==> src/rtl/gcd_pkg.sv <==
// Shared definitions for the GCD sequencer: state encodings and parameter defaults.
package gcd_pkg;

  localparam int unsigned GCD_WIDTH      = 8;
  localparam int unsigned GCD_CLR_CYCLES = 2;
  localparam int unsigned GCD_MAX_CYCLES = 1024;

  typedef enum logic [2:0] {
    ST_INIT = 3'd0,
    ST_IDLE = 3'd1,
    ST_LOAD = 3'd2,
    ST_RUN  = 3'd3,
    ST_RESP = 3'd4
  } gcd_state_t;

endpackage

==> src/rtl/gcd_seq_watchdog.sv <==
// RUN-phase cycle counter for the GCD sequencer; flags expiry after MAX_CYCLES RUN cycles.
module gcd_seq_watchdog
  import gcd_pkg::*;
#(
  parameter int unsigned MAX_CYCLES = GCD_MAX_CYCLES
) (
  input  logic clk,
  input  logic clr_n,
  input  logic start,
  input  logic run,
  output logic expired
);

  localparam int unsigned CW = $clog2(MAX_CYCLES + 1);

  logic [CW-1:0] cnt;

  always_ff @(posedge clk) begin
    if (!clr_n || start) begin
      cnt <= '0;
    end else if (run && !expired) begin
      cnt <= cnt + CW'(1);
    end
  end

  assign expired = run && (cnt == CW'(MAX_CYCLES));

endmodule

==> src/rtl/gcd_sequencer.sv <==
// Host-side initiator for the GCD core: request/response handshakes, trivial-operand bypass.
// Optional RUN watchdog enabled by defining GCD_SEQ_TIMEOUT_EN.
module gcd_sequencer
  import gcd_pkg::*;
#(
  parameter int unsigned WIDTH      = GCD_WIDTH,
  parameter int unsigned CLR_CYCLES = GCD_CLR_CYCLES,
  parameter int unsigned MAX_CYCLES = GCD_MAX_CYCLES
) (
  input  logic             clk,
  input  logic             clr_n,
  input  logic             req_valid,
  output logic             req_ready,
  input  logic [WIDTH-1:0] req_a,
  input  logic [WIDTH-1:0] req_b,
  output logic             rsp_valid,
  input  logic             rsp_ready,
  output logic [WIDTH-1:0] rsp_data,
  output logic             rsp_err,
  output logic             core_clr,
  output logic [WIDTH-1:0] core_xin,
  output logic [WIDTH-1:0] core_yin,
  input  logic             core_stop,
  input  logic [WIDTH-1:0] core_gout,
  output logic             busy
);

  localparam int unsigned LCW = (CLR_CYCLES > 1) ? $clog2(CLR_CYCLES) : 1;
  localparam logic [LCW-1:0] LOAD_LAST = LCW'(CLR_CYCLES - 1);

  if (CLR_CYCLES < 1 || MAX_CYCLES < 1) begin : g_param_check
    $error("gcd_sequencer: CLR_CYCLES and MAX_CYCLES must be at least 1");
  end

  gcd_state_t     state, state_next;
  logic [LCW-1:0] load_cnt;
  logic           trivial;
  logic           timeout;

  // Pairs the core cannot terminate on (a zero operand) or needs no work for (a==b).
  assign trivial = (req_a == '0) || (req_b == '0) || (req_a == req_b);

`ifdef GCD_SEQ_TIMEOUT_EN
  gcd_seq_watchdog #(
    .MAX_CYCLES (MAX_CYCLES)
  ) u_watchdog (
    .clk     (clk),
    .clr_n   (clr_n),
    .start   ((state == ST_LOAD) && (state_next == ST_RUN)),
    .run     (state == ST_RUN),
    .expired (timeout)
  );
`else
  assign timeout = 1'b0;
`endif

  always_ff @(posedge clk) begin
    if (!clr_n) begin
      state <= ST_INIT;
    end else begin
      state <= state_next;
    end
  end

  always_comb begin
    state_next = state;
    case (state)
      ST_INIT: state_next = ST_IDLE;
      ST_IDLE: if (req_valid) state_next = trivial ? ST_RESP : ST_LOAD;
      ST_LOAD: if (load_cnt == LOAD_LAST) state_next = ST_RUN;
      ST_RUN:  if (core_stop || timeout) state_next = ST_RESP;
      ST_RESP: if (rsp_ready) state_next = ST_IDLE;
      default: state_next = ST_INIT;
    endcase
  end

  always_comb begin
    req_ready = (state == ST_IDLE);
    rsp_valid = (state == ST_RESP);
    core_clr  = (state != ST_RUN);
    busy      = (state == ST_LOAD) || (state == ST_RUN) || (state == ST_RESP);
  end

  // core_stop takes priority over watchdog expiry in the same cycle.
  always_ff @(posedge clk) begin
    if (!clr_n) begin
      rsp_data <= '0;
      rsp_err  <= 1'b0;
      core_xin <= '0;
      core_yin <= '0;
      load_cnt <= '0;
    end else begin
      case (state)
        ST_IDLE: begin
          if (req_valid) begin
            load_cnt <= '0;
            if (req_a == '0 && req_b == '0) begin
              rsp_data <= '0;
              rsp_err  <= 1'b1;
            end else if (req_a == '0 || req_b == '0) begin
              rsp_data <= req_a | req_b;
              rsp_err  <= 1'b0;
            end else if (req_a == req_b) begin
              rsp_data <= req_a;
              rsp_err  <= 1'b0;
            end else begin
              core_xin <= req_a;
              core_yin <= req_b;
            end
          end
        end
        ST_LOAD: load_cnt <= load_cnt + LCW'(1);
        ST_RUN: begin
          if (core_stop) begin
            rsp_data <= core_gout;
            rsp_err  <= 1'b0;
          end else if (timeout) begin
            rsp_data <= '0;
            rsp_err  <= 1'b1;
          end
        end
        default: ;
      endcase
    end
  end

endmodule

==> config.mk <==
export PLATFORM = sky130hd
export DESIGN_NAME = gcd_sequencer
export DESIGN_NICKNAME = d
export VERILOG_FILES = /design/src/rtl/gcd_pkg.sv /design/src/rtl/gcd_seq_watchdog.sv /design/src/rtl/gcd_sequencer.sv
export SDC_FILE = /design/constraint.sdc
export NUM_CORES = 1
export LEC_CHECK = 0
export BUFFER_PORTS_ARGS = -buffer_cell sky130_fd_sc_hd__buf_2
export CAP_MARGIN = 20
export CORE_MARGIN = 2
export CORE_UTILIZATION = 53
export DETAILED_ROUTE_END_ITERATION = 16
export GPL_ROUTABILITY_DRIVEN = 1
export PLACE_DENSITY = 0.84
export REMOVE_ABC_BUFFERS = 1
export SLEW_MARGIN = 20
export SYNTH_ARGS = -nofsm -noshare
export SYNTH_HDL_FRONTEND = slang
export SYNTH_SLANG_ARGS = --single-unit
export TNS_END_PERCENT = 30
==> constraint.sdc <==
create_clock -name clk -period 5 [get_ports clk]
set_clock_uncertainty 0.1 [all_clocks]
set_input_delay 1.25 -clock clk [delete_from_list [all_inputs] [get_ports clk]]
set_output_delay 1.25 -clock clk [all_outputs]
set_load 0.03 [all_outputs]
==> results.md <==
* Syn_area_per_cell at a little over 9 um2
* CTS Sinks at 29
* Placed insts at 276
* Fin cells at 283
* Critical Path Source Type: flip-flop
* Starting Density at 55.50%
* P&R area growth vs syn at 19.88%
* Synth cell types at 39
* Via count at roughly 1500
* # nets final at between 200 and 300
* CTS root buffer: clkbuf_4
* Gr usage total at 20.07%
* CTS buffer count at 5
* Later-pin clock latency in the skew report at about 0.32 ns
* Pwr per Cell Area at about 250 nW/um2
* Status: finished clean
* Fill count at 267
* DR iter-0 viols at 35
* H-tree levels at 2
* Minimum clock period at 2.989 ns
* Clock Path Buffers at 2
* Core area at 3028 um2
* TNS Setup at 0 ns
* Post-CTS sizing at 0
* Initial antenna violation count at 0
* Critical Path Sink Type: primary output
* N_diodes at 0
* Mapped Area at 1680 um2
* Die width at 60.31 um
* Commonest non-fill, non-tap cell in the layout: buf_2
* TritonCTS clock tree: built
* Dpl hpwl at between 2000 and 3000 um
* Vias in the first global route at 1259
* Most frequent cells in the layout: 57 x buf_2, 29 x dfxtp_1, 19 x inv_1
* Antenna-violating nets left at 0
* Crit share post-route at around three fifths
* Hold Fails Final Rpt at 0
* VDD IR max at 0.0001325 V
* Pin count of the biggest net entering global routing at 30
* Full die area at 3637 um2
* Hold crit path type: flip-flop to flip-flop
* Vert. Die Dim at slightly above 60 um
* Worst Reg2Reg Path Length in Cells at 5
* Gr ovfl total at 0
* WHS Path Cells at 2
* First-pass GRT wire length at 5444 um
* Yosys reg bits at 29
* Clk slew on worst S/H paths at 0.09 ns
* RePlAce Congestion at 0.8797
* Max Transition Viols Final at 0
* Slew @ Worst Pin at 0.4395 ns
* Crit Path Category: flip-flop to primary output
* Drt first pass iters at 4
* PortBufs at 57
* CP required at roughly 3.7 ns
* Avg WL per Cell at 12.28 um
* Avg Vias per Cell at 5.152
* Yosys Warn Count at 0
* Hold_buf cts at 0
* Post-CTS setup buffer count at 0
* Data arrival, critical path at roughly 1.6 ns
* Final Routed Wirelength at around 3500 um
* Sequential area share after synthesis at 34.55%
* Max-Cap Viols at 0
* Boundary Pins at 58
* Max-slew headroom at 70.70%
* Synth Instances at 183
* P_leak at slightly below 1 nW
* # rows at 20
* Setup violations, final at 0
* Fmax at 334.6 MHz
* Max FO, Critical Path at 10
* DRC at 0
* RSZ-0062 raised after global routing: false
* Share of cells above drive strength 1 at between 30 and 40%
## power breakdown
part | switching [W] | internal [W] | total [W] | leakage [nW]
logic | 0.0000678 | 0.0000449 | 0.000113 | 0.720
registers | 0.00000746 | 0.000241 | 0.000249 | 0.236
clock network | 0.0000746 | 0.0000662 | 0.000141 | 0.0314
total | 0.000150 | 0.000352 | 0.000502 | 0.987
## worst max-delay path, stage by stage (launching register included)
cell and delay [ns]:
dfxtp_1 0.50, clkinv_1 0.18, nor2_2 0.38, inv_1 0.07, buf_2 0.18
## per-layer routing
| metal | vias to the layer above | global-route usage, % | routed length (um) |
|---|---|---|---|
| li1 | 753 | - | - |
| met1 | 661 | 25.93 | 1575 |
| met2 | 40 | 32.14 | 1663 |
| met3 | 4 | 5.195 | 195 |
| met4 | 0 | 7.619 | 41 |
| met5 | - | 0 | 0 |
## state kept, by name, indices dropped and copies added (netlist names)
register  count
core_xin      8
core_yin      8
rsp_data      8
state         3
load_cnt      1
rsp_err       1
## worst paths after layout
path                                            start                        to  slack [ns]
worst max register to register  state[2]$_SDFFE_PN0P_  rsp_data[7]$_SDFFE_PN0P_        3.27
worst max-delay path            state[1]$_SDFFE_PN0P_                  core_clr        2.01
worst min-delay path             rsp_err$_SDFFE_PN0P_      rsp_err$_SDFFE_PN0P_        0.38
worst min register to register   rsp_err$_SDFFE_PN0P_      rsp_err$_SDFFE_PN0P_        0.38
## per-stage QoR
step | setup WS, ns | hold WS, ns | total power, W | util (%) | instance area (um2)
2_1_floorplan | 2.212 | 0.3655 | 0.0003266 | - | 1619
3_3_place_gp | 1.897 | 0.3649 | 0.0003653 | 64.71 | 1959
3_5_place_dp | 1.820 | 0.3673 | 0.0003672 | 64.71 | 1959
4_1_cts | 2.009 | 0.3817 | 0.0005103 | 66.53 | 2014
5_1_grt | 1.872 | 0.3935 | 0.0005282 | 66.53 | 2014
6_report | 2.011 | 0.3816 | 0.0005022 | 66.53 | 2014
## synth_stat cells, drive strengths merged
cell | n | share of area, %
o21ai | 17 | 5.3
a21boi | 1 | 0.45
nand4 | 1 | 1.3
a21oi | 5 | 1.7
nand2 | 16 | 3.7
mux2 | 1 | 0.67
clkbuf | 3 | 0.89
nand3 | 1 | 0.30
ha | 8 | 6.0
nor2b | 16 | 6.0
o22ai | 1 | 0.37
nand2b | 6 | 2.4
nor4 | 6 | 5.5
nor4b | 1 | 0.89
o211ai | 10 | 4.5
nor3b | 1 | 0.45
nor2 | 5 | 1.7
inv | 19 | 4.2
a22oi | 1 | 0.45
dfxtp | 29 | 35
clkinv | 1 | 0.22
a31oi | 9 | 4.6
and2 | 3 | 1.2
mux2i | 16 | 9.5
buf | 5 | 2.8
o21a | 1 | 0.45
## kinds of logic (layout without fill, tap and decap cells)
family	after synthesis	in the layout	share of synthesized area, %
compound gates	45	45	17.80
fa+ha+maj	8	8	5.957
buf+inv	28	84	8.116
flops	29	29	34.55
mux	17	17	10.20
simple gates	56	56	23.38
## final cells by class
cell class	instances	area, um2	area share [%]
clock buffers	7	55.05	2.733
well taps	44	55.05	2.733
repair buffers	57	285.3	14.16
flip-flops and latches	29	580.6	28.82
inverters	20	75.07	3.727
multi-input cells	126	963.4	47.83
(Power assumes the default switching activity.)
